--- config.mk ---
export PLATFORM = sky130hd
export DESIGN_NAME = scam_seq_ctrl
export DESIGN_NICKNAME = d
export VERILOG_FILES = /design/src/rtl/scam_pkg.sv /design/src/rtl/cbnce.sv /design/src/rtl/scam_lct_hist.sv /design/src/rtl/scam_seq_ctrl.sv
export SDC_FILE = /design/constraint.sdc
export NUM_CORES = 1
export LEC_CHECK = 0
export CAP_MARGIN = 5
export CORE_AREA = 4 4 41 43
export CTS_BUF_LIST = sky130_fd_sc_hd__clkbuf_8
export DETAILED_ROUTE_END_ITERATION = 12
export DIE_AREA = 0 0 45 47
export GPL_ROUTABILITY_DRIVEN = 0
export PLACE_DENSITY = 0.78
export SLEW_MARGIN = 5
export SYNTH_ARGS = -nofsm -noshare
export SYNTH_HDL_FRONTEND = slang
export SYNTH_SLANG_ARGS = --single-unit
--- constraint.sdc ---
create_clock -name CLK -period 4.4 [get_ports CLK]
set_clock_uncertainty 0.2 [all_clocks]
set_input_delay 0.88 -clock CLK [delete_from_list [all_inputs] [get_ports CLK]]
set_output_delay 0.88 -clock CLK [all_outputs]
set_load 0.02 [all_outputs]
--- src/rtl/scam_pkg.sv ---
// Shared phase constants and depth-clip helper for the SCA block-sequence controller.
// No logic state; no latency or backpressure of its own.
package scam_pkg;

  localparam int PH_SELC    = 2;
  localparam int PH_SELB    = 3;
  localparam int PH_SELD    = 4;
  localparam int PH_SELA    = 5;
  localparam int PH_PRE_OFF = 3;
  localparam int PH_NB_OFF  = 2;
  localparam int PH_ENA_OFF = 1;

  // Requested match depth clipped to 1..depth, so a zero request still looks at hist[0].
  function automatic int clip_depth(input int md, input int depth);
    if (md < 1) return 1;
    if (md > depth) return depth;
    return md;
  endfunction

endpackage

--- src/rtl/cbnce.sv ---
// Width-bit up counter with clock enable and synchronous clear, optional triplicated state.
// Q updates one clock after CE/CLR; no backpressure.
module cbnce #(
  parameter int Width = 4,
  parameter int TMR   = 0
) (
  input  logic             CLK,
  input  logic             RST,
  input  logic             CE,
  input  logic             CLR,
  output logic [Width-1:0] Q
);

  generate
    if (TMR != 0) begin : g_tmr
      logic [Width-1:0] q_a, q_b, q_c, voted;
      assign voted = (q_a & q_b) | (q_a & q_c) | (q_b & q_c);
      // All three copies reload from the vote so a single upset is scrubbed next cycle.
      always_ff @(posedge CLK or posedge RST) begin
        if (RST) begin
          q_a <= '0;
          q_b <= '0;
          q_c <= '0;
        end else if (CLR) begin
          q_a <= '0;
          q_b <= '0;
          q_c <= '0;
        end else if (CE) begin
          q_a <= voted + 1'b1;
          q_b <= voted + 1'b1;
          q_c <= voted + 1'b1;
        end else begin
          q_a <= voted;
          q_b <= voted;
          q_c <= voted;
        end
      end
      assign Q = voted;
    end else begin : g_plain
      logic [Width-1:0] q_r;
      always_ff @(posedge CLK or posedge RST) begin
        if (RST)       q_r <= '0;
        else if (CLR)  q_r <= '0;
        else if (CE)   q_r <= q_r + 1'b1;
      end
      assign Q = q_r;
    end
  endgenerate

endmodule

--- src/rtl/scam_lct_hist.sv ---
// Per-block LCT flag (or saturating counter with SCAM_LCT_CNT_EN), block history and depth-ORed llct.
// History shifts on preblkend, llct valid the cycle after; no backpressure.
module scam_lct_hist
  import scam_pkg::*;
#(
  parameter int HIST_DEPTH = 3,
  parameter int CNT_W      = 4,
  parameter int MD_W       = 2
) (
  input  logic             CLK,
  input  logic             RST,
  input  logic             resync,
  input  logic             lctdly,
  input  logic             preblkend,
  input  logic [MD_W-1:0]  match_depth,
  output logic             llct
`ifdef SCAM_LCT_CNT_EN
  ,
  output logic [CNT_W-1:0] lctcnt,
  output logic             lct_ovf
`endif
);

  logic                  lctsave;
  logic [HIST_DEPTH-1:0] hist;

`ifdef SCAM_LCT_CNT_EN
  logic [CNT_W-1:0] cnt;
  logic [CNT_W-1:0] cnt_next;

  assign cnt_next = (lctdly && cnt != '1) ? cnt + 1'b1 : cnt;
  assign lctsave  = (cnt != '0) | lctdly;

  always_ff @(posedge CLK or posedge RST) begin
    if (RST) begin
      cnt     <= '0;
      lctcnt  <= '0;
      lct_ovf <= 1'b0;
    end else if (resync) begin
      cnt     <= '0;
      lctcnt  <= '0;
      lct_ovf <= 1'b0;
    end else if (preblkend) begin
      cnt     <= '0;
      lctcnt  <= cnt_next;
      lct_ovf <= (cnt_next == '1);
    end else begin
      cnt     <= cnt_next;
      lct_ovf <= 1'b0;
    end
  end
`else
  logic flag;

  assign lctsave = flag | lctdly;

  // Clear beats set: an LCT on the closing cycle is captured via lctsave instead.
  always_ff @(posedge CLK or posedge RST) begin
    if (RST)                      flag <= 1'b0;
    else if (resync || preblkend) flag <= 1'b0;
    else if (lctdly)              flag <= 1'b1;
  end
`endif

  always_ff @(posedge CLK or posedge RST) begin
    if (RST) begin
      hist <= '0;
    end else if (resync) begin
      hist <= '0;
    end else if (preblkend) begin
      for (int i = HIST_DEPTH - 1; i > 0; i--) hist[i] <= hist[i-1];
      hist[0] <= lctsave;
    end
  end

  always_comb begin
    int d;
    d    = clip_depth(int'(match_depth), HIST_DEPTH);
    llct = 1'b0;
    for (int i = 0; i < HIST_DEPTH; i++) begin
      if (i < d) llct = llct | hist[i];
    end
  end

endmodule

--- src/rtl/scam_seq_ctrl.sv ---
// SCA block-sequence controller: phase counter plus combinational write-select strobes; SCAM_LCT_CNT_EN adds LCTCNT/LCT_OVF.
// Strobes decode same-cycle from STATE; LCTYENA/NOLCT follow history one cycle after PREBLKEND; no backpressure.
module scam_seq_ctrl
  import scam_pkg::*;
#(
  parameter int PHASE_W    = 4,
  parameter int HIST_DEPTH = 3,
  parameter int CNT_W      = 4,
  parameter int TMR        = 0
) (
  input  logic                            CLK,
  input  logic                            RST,
  input  logic                            RESYNC,
  input  logic                            LCTDLY,
  input  logic                            DONE,
  input  logic                            NOL1A_MATCH,
  input  logic                            NODATA,
  input  logic                            FB_NODATA,
  input  logic                            SCND_BLK,
  input  logic                            SCND_SHARED,
  input  logic                            DLSCAFULL,
  input  logic                            DSCAFULL,
  input  logic                            MTCH_3BX,
  input  logic [$clog2(HIST_DEPTH+1)-1:0] MATCH_DEPTH,
  output logic [PHASE_W-1:0]              STATE,
  output logic                            SELA,
  output logic                            SELB,
  output logic                            SELC,
  output logic                            SELD,
  output logic                            WRENA,
  output logic                            ENAREG,
  output logic                            PREBLKEND,
  output logic                            NBSEL,
  output logic                            LCTYENA,
  output logic                            NOLCT
`ifdef SCAM_LCT_CNT_EN
  ,
  output logic [CNT_W-1:0]                LCTCNT,
  output logic                            LCT_OVF
`endif
);

  localparam int N    = 1 << PHASE_W;
  localparam int MD_W = $clog2(HIST_DEPTH + 1);

  localparam logic [PHASE_W-1:0] P_SELA = PHASE_W'(PH_SELA);
  localparam logic [PHASE_W-1:0] P_SELB = PHASE_W'(PH_SELB);
  localparam logic [PHASE_W-1:0] P_SELC = PHASE_W'(PH_SELC);
  localparam logic [PHASE_W-1:0] P_SELD = PHASE_W'(PH_SELD);
  localparam logic [PHASE_W-1:0] P_ENA  = PHASE_W'(N - PH_ENA_OFF);
  localparam logic [PHASE_W-1:0] P_NB   = PHASE_W'(N - PH_NB_OFF);
  localparam logic [PHASE_W-1:0] P_PRE  = PHASE_W'(N - PH_PRE_OFF);

  logic llct;
  logic selc_qual;

  // Free-running phase; natural PHASE_W-bit rollover provides the N-1 -> 0 wrap.
  cbnce #(.Width(PHASE_W), .TMR(TMR)) u_phase (
    .CLK (CLK),
    .RST (RST),
    .CE  (1'b1),
    .CLR (RESYNC),
    .Q   (STATE)
  );

  assign selc_qual = MTCH_3BX ? (SCND_BLK & ~SCND_SHARED) : 1'b1;

  assign SELA      = (STATE == P_SELA);
  assign SELB      = (STATE == P_SELB) & NOL1A_MATCH & ~DLSCAFULL;
  assign SELC      = (STATE == P_SELC) & DONE & ~NODATA & selc_qual;
  assign SELD      = (STATE == P_SELD) & MTCH_3BX & DONE & SCND_BLK & ~FB_NODATA;
  assign ENAREG    = (STATE == P_ENA);
  assign NBSEL     = (STATE == P_NB);
  assign PREBLKEND = (STATE == P_PRE);
  assign LCTYENA   = NBSEL & llct;
  assign NOLCT     = NBSEL & ~llct & ~DSCAFULL;
  assign WRENA     = SELA | SELB | SELC | SELD | NOLCT;

  scam_lct_hist #(.HIST_DEPTH(HIST_DEPTH), .CNT_W(CNT_W), .MD_W(MD_W)) u_hist (
    .CLK         (CLK),
    .RST         (RST),
    .resync      (RESYNC),
    .lctdly      (LCTDLY),
    .preblkend   (PREBLKEND),
    .match_depth (MATCH_DEPTH),
    .llct        (llct)
`ifdef SCAM_LCT_CNT_EN
    ,
    .lctcnt      (LCTCNT),
    .lct_ovf     (LCT_OVF)
`endif
  );

endmodule

**Yosys cells after proc, flatten, opt, wreduce, memory -nomap -nowiden**

Cells that the tools add are included.
Widths: inputs -> output; s select.

- Register bits: 8
- Latch bits: 0
- Bits in writable memories: 0
- ROM bits: 0
- Input bits: 15
- Word-level logic and storage cells: 56
- Memories: 0

- $add $sub $neg: 1
- Multiply operators: 0
- Div/mod/pow operators: 0
- $lt $le $gt $ge: 4
- Equal/unequal tests: 7
- Shift-type cells: 0
- Mux-type cells: 12
- Bitwise gates (word level): 26
- Reduce and logical (&&, ||, !) cells: 3

Operator list:

| cell | count |
|---|---|
| $and 1x1->1 | 13 |
| $eq 4x4->1 const B | 3 |
| $eq 4x2->1 const B | 2 |
| $eq 4x3->1 const B | 2 |
| $mux 1 | 8 |
| $or 1x1->1 | 7 |
| $mux 3 | 2 |
| $not 1->1 | 6 |
| $add 4x1->4 const B | 1 |
| $lt 1x2->1 const A | 2 |
| $mux 4 | 1 |
| $reduce_bool 2->1 | 2 |
| $lt 2x1->1 const B | 1 |
| $lt 2x2->1 const A | 1 |
| $mux 2 | 1 |
| $logic_or 1x1->1 | 1 |

**Logic depth before layout (Yosys ltp)**

- Depth after elaboration: 13
- Gate-level depth with buffers: 6

**By module**

Synthesis repeated with hierarchy kept, for this count alone.

- Cells, all modules: 57
- Area total of the unflattened synthesis: 530.5 um2

Modules (own cells, without submodules):

| module | times used | cells each | area each (um2) | seq. area each (um2) |
|---|---|---|---|---|
| cbnce | 1 | 17 | 196.4 | 100.1 |
| scam_seq_ctrl | 1 | 24 | 168.9 | 0.0 |
| scam_lct_hist | 1 | 16 | 165.2 | 100.1 |

**Worst setup path before layout**

OpenSTA, ideal clock, no wires.

- Path type: input port to output port
- From: in MATCH_DEPTH[0]
- To: out WRENA
- Arrival: 2041 ps
- Required time: 3320 ps
- Path slack: 1279 ps
- Stages: 4
- Buffers on the path: 0
- Cell sequence: a21oi_1 -> nor2b_1 -> nor4_1 -> or3_1

- Cells in the longest elaborated chain, start to end: 13
- Elaborated cells between the ends (all ways): 16

Ends and longest elaborated chain:

| item | line | text |
|---|---|---|
| start: declaration | scam_seq_ctrl.sv:24 | `input logic [$clog2(HIST_DEPTH+1)-1:0] MATCH_DEPTH,` |
| $lt 2x1->1 | scam_pkg.sv:15 | `if (md < 1) return 1;` |
| $mux 1 | scam_pkg.sv:15 |  |
| $mux 2 (*) | scam_pkg.sv:16 | `if (md > depth) return depth;` |
| $lt 1x2->1 | scam_lct_hist.sv:81 | `if (i < d) llct = llct \| hist[i];` |
| $mux 1 | scam_lct_hist.sv:81 |  |
| $or 1x1->1 | scam_lct_hist.sv:81 |  |
| $mux 1 | scam_lct_hist.sv:81 |  |
| $or 1x1->1 | scam_lct_hist.sv:81 |  |
| $mux 1 (*) | scam_lct_hist.sv:81 |  |
| $not 1->1 (*) | scam_seq_ctrl.sv:76 | `assign NOLCT = NBSEL & ~llct & ~DSCAFULL;` |
| $and 1x1->1 (*) (2 in a row) | scam_seq_ctrl.sv:76 |  |
| named net NOLCT | scam_seq_ctrl.sv:35 | `output logic NOLCT` |
| $or 1x1->1 (*) | scam_seq_ctrl.sv:77 | `assign WRENA = SELA \| SELB \| SELC \| SELD \| NOLCT;` |
| end: declaration | scam_seq_ctrl.sv:30 | `output logic WRENA,` |

Mark *: on every way through the listed nets, which the timed path passes. The rest lies on a longest branch.

**Worst setup path in the final report**

- From: in SCND_BLK
- To: out WRENA

- Cells in the longest elaborated chain, start to end: 6
- Elaborated cells between the ends (all ways): 8

Ends and longest elaborated chain:

| item | line | text |
|---|---|---|
| start: declaration | scam_seq_ctrl.sv:19 | `input logic SCND_BLK,` |
| $and 1x1->1 | scam_seq_ctrl.sv:66 | `assign selc_qual = MTCH_3BX ? (SCND_BLK & ~SCND_SHARED) : 1'b1;` |
| $mux 1 | scam_seq_ctrl.sv:66 |  |
| $and 1x1->1 | scam_seq_ctrl.sv:70 | `assign SELC = (STATE == P_SELC) & DONE & ~NODATA & selc_qual;` |
| $or 1x1->1 | scam_seq_ctrl.sv:77 |  |
| $or 1x1->1 (*) (2 in a row) | scam_seq_ctrl.sv:77 |  |

Mark *: on every way between the ends. The rest lies on a longest branch, timed or not.

==> impl_metrics.ini <==
[worst_setup_path]
crit_end = WRENA
r2r_slack_ps = 2880
worstReg2RegEnd = u_hist.hist[1]
rr_startpoint = u_phase.Q[1]
critPathKind = in2out
required_ps = 3320
slowest_delay_ps = 540
reg2regPathDepth = 5
critPathTopFamily = buffers and inverters
critical_path_arrival_ps = 2660
crit_cells = 6
worstPathCellList = clkdlybuf4s50_1, nand4_1, nor3_1, or3_1, or3_1, clkdlybuf4s50_1
worst_setup_path_end_kind = output port
setup.worst_path.start = SCND_BLK
crit_fanout = 2
cp-start-kind = primary input
cpMaxStageDelayCell = clkdlybuf4s50_1
critPathBufInv = 2

[route]
dr.pass1.iters = 3
dr_total_vias = 468
post_drt_wl_per_cell_um = 11.99
drc = 0
drtIter0Drc = 1
drtAntennaViolNets = 0
viasPerCell = 4.825
wl_um = 1163

[pwr]
clkPwrFrac = 0.413
p_sw_frac = 0.2195
leakagePower_nw = 0.3510
peakVddDrop_mv = 0.1647
p_seq_frac = 0.398
power.internal_mw = 0.1583
switchingPower_mw = 0.04452
p_per_area_nw_per_um2 = 248.2
p_comb_frac = 0.189

[synth]
synth_top_area_frac = 0.4124
ys_seq_area_frac = 0.4124
synth_cells = 53
synth_common_cells = 10 x nor2_1, 8 x dfrtp_1, 5 x inv_1, 4 x ha_1, 3 x nand3_1
synth_edf_count = 0
synth_area_um2 = 485.5
yosys_warnings = 0
syn_area_per_cell_um2 = 9.160
ys_ff_latch = 8
yosys_most_used_dff = dfrtp_1
async_flop_share = 1.000
synth_nets = 72
synth.most_common_cell = nor2_1
yosysUniqueCellTypes = 22
yosys.area.top_type = dfrtp_1
synth.area.top_cells = dfrtp_1 41%, ha_1 10%, nor2_1 7.7%

[run_status]
status = complete, no violations

[finish]
syn_to_final_growth_pct = 68.30
final_net_count = 103
drive_above_1_share = 0.09756
layoutNonFillerInstCount = 97
diodes = 0
final_cell_area_um2 = 817.0

[flow_run]
max_cap_violations = 0

[placement]
place_area_um2 = 775.7
dp.cells = 94
dp_hpwl_um = 972
io_buffer_count = 28

[worst_hold_path]
hp-class = reg2reg
hold_start = u_hist.hist[2]

[clocking]
cts_tree = done
hold_buffers = 0
cts_sinks = 8
clock_latency_ps = 220
cts_htree_levels = 1
path_clk_slew_ps = 40
root_buffer = clkbuf_8
postCtsSetupRepairBufs = 0
cts-resized-gates = 0
cts-buffers-inserted = 3
clockBufferDepth = 2

[sta]
slew_headroom = 0.7620
maxSlewViolCount = 0
achievable-frequency_ghz = 0.2672
rsz0062_at_grt = false
final-hold-violation-count = 0
period_share = 0.8505
tightest_slew_ps = 353.8
fin_tns_setup_ps = 0
setup_violations = 0
fin_crit_ps = 3742

[floorplanning]
die_x_um = 45
dieArea_um2 = 2115
num_io_pins = 29
rows = 13
coreArea_um2 = 1301
start_util = 0.3731
dieHeight_um = 47

[global_routing]
antenna_found_initial = 0
grt_pass1_wl_um = 1980
grt-ovfl-total = 0
track_usage = 0.1284
grt_pass1_vias = 467
grt_max_degree = 9
-- metrics by stage --
step	utilization	worst slack [ps]	power (mW)	hold WS (ps)
4_1_cts	0.6279	670.8	0.2062	323.3
5_1_grt	0.6279	635.1	0.2156	358.6
2_1_floorplan	-	1279	0.09731	286.5
3_5_place_dp	0.5962	671.5	0.1203	311.7
3_3_place_gp	0.5962	677.8	0.1194	309.1
6_report	0.6279	657.8	0.2028	318.9
-- state kept, by name (all words and copies together), names as in the netlist --
name and count:
u_hist.flag 1, u_phase.Q 4, u_hist.hist 3
-- tightest hold or removal path: cells and delay by family (launching register included) --
kind,cells,cell delay [ps]
and+or+nand+nor,1,70
DFF,1,340
muxes,1,70
-- kinds of logic after synthesis --
logic type	Yosys count	synth area share
AND/OR/NAND/NOR	27	0.3093
flip-flops	8	0.4124
multiplexers	2	0.04124
AO/OA/AOI/OAI	3	0.04122
adder cells (fa/ha/maj)	4	0.1031
buffers and inverters	7	0.05669
XOR/XNOR	2	0.03609
-- final cells by class --
type	instances	area, µm²
Inverter	5	18.77
Fill cell	140	484.2
Clock buffer	3	41.29
Sequential cell	8	200.2
Tap cell	15	18.77
Multi-Input combinational cell	38	257.7
Timing Repair Buffer	28	280.3
-- power groups by stage --
stage,registers (mW),clock network (mW),logic [mW]
global placement,0.0815,0,0.0380
floorplan,0.0837,0,0.0136
global route,0.0815,0.0921,0.0420
finish,0.0807,0.0838,0.0383
CTS,0.0808,0.0864,0.0390
detailed placement,0.0818,0,0.0386
-- worst min-delay path by stage --
stage | to | depth (start not counted)
floorplan | u_hist.hist[2] | 2
global placement | u_hist.hist[2] | 2
detailed placement | u_hist.hist[2] | 2
CTS | u_hist.hist[2] | 2
global route | u_hist.hist[2] | 2
finish | u_hist.hist[2] | 2
-- layout by cell type (no fill, tap or decap) --
cell type / synthesis / layout
mux2i_1: 2 / 2
nor2_2: 1 / 1
nand3_1: 3 / 3
nor3_1: 2 / 2
or2b_2: 1 / 1
a211oi_1: 2 / 2
xor2_1: 1 / 1
or3_1: 2 / 2
dfrtp_1: 8 / 8
clkdlybuf4s50_1: 0 / 28
nand4_1: 1 / 1
nor2b_1: 2 / 2
clkbuf_8: 0 / 3
inv_1: 5 / 5
ha_1: 4 / 4
xnor2_1: 1 / 1
and3_2: 2 / 2
nor2_1: 10 / 10
nor4_1: 1 / 1
nand2b_1: 1 / 1
and4b_4: 1 / 1
a21oi_1: 1 / 1
-- layer usage --
layer	GRT usage	part of all wire
met1	0.1472	0.41
met2	0.2260	0.48
met5	0	0
met3	0.03448	0.10
met4	0.05263	0.0077
No activity file was read; power rests on OpenSTA's default activity.
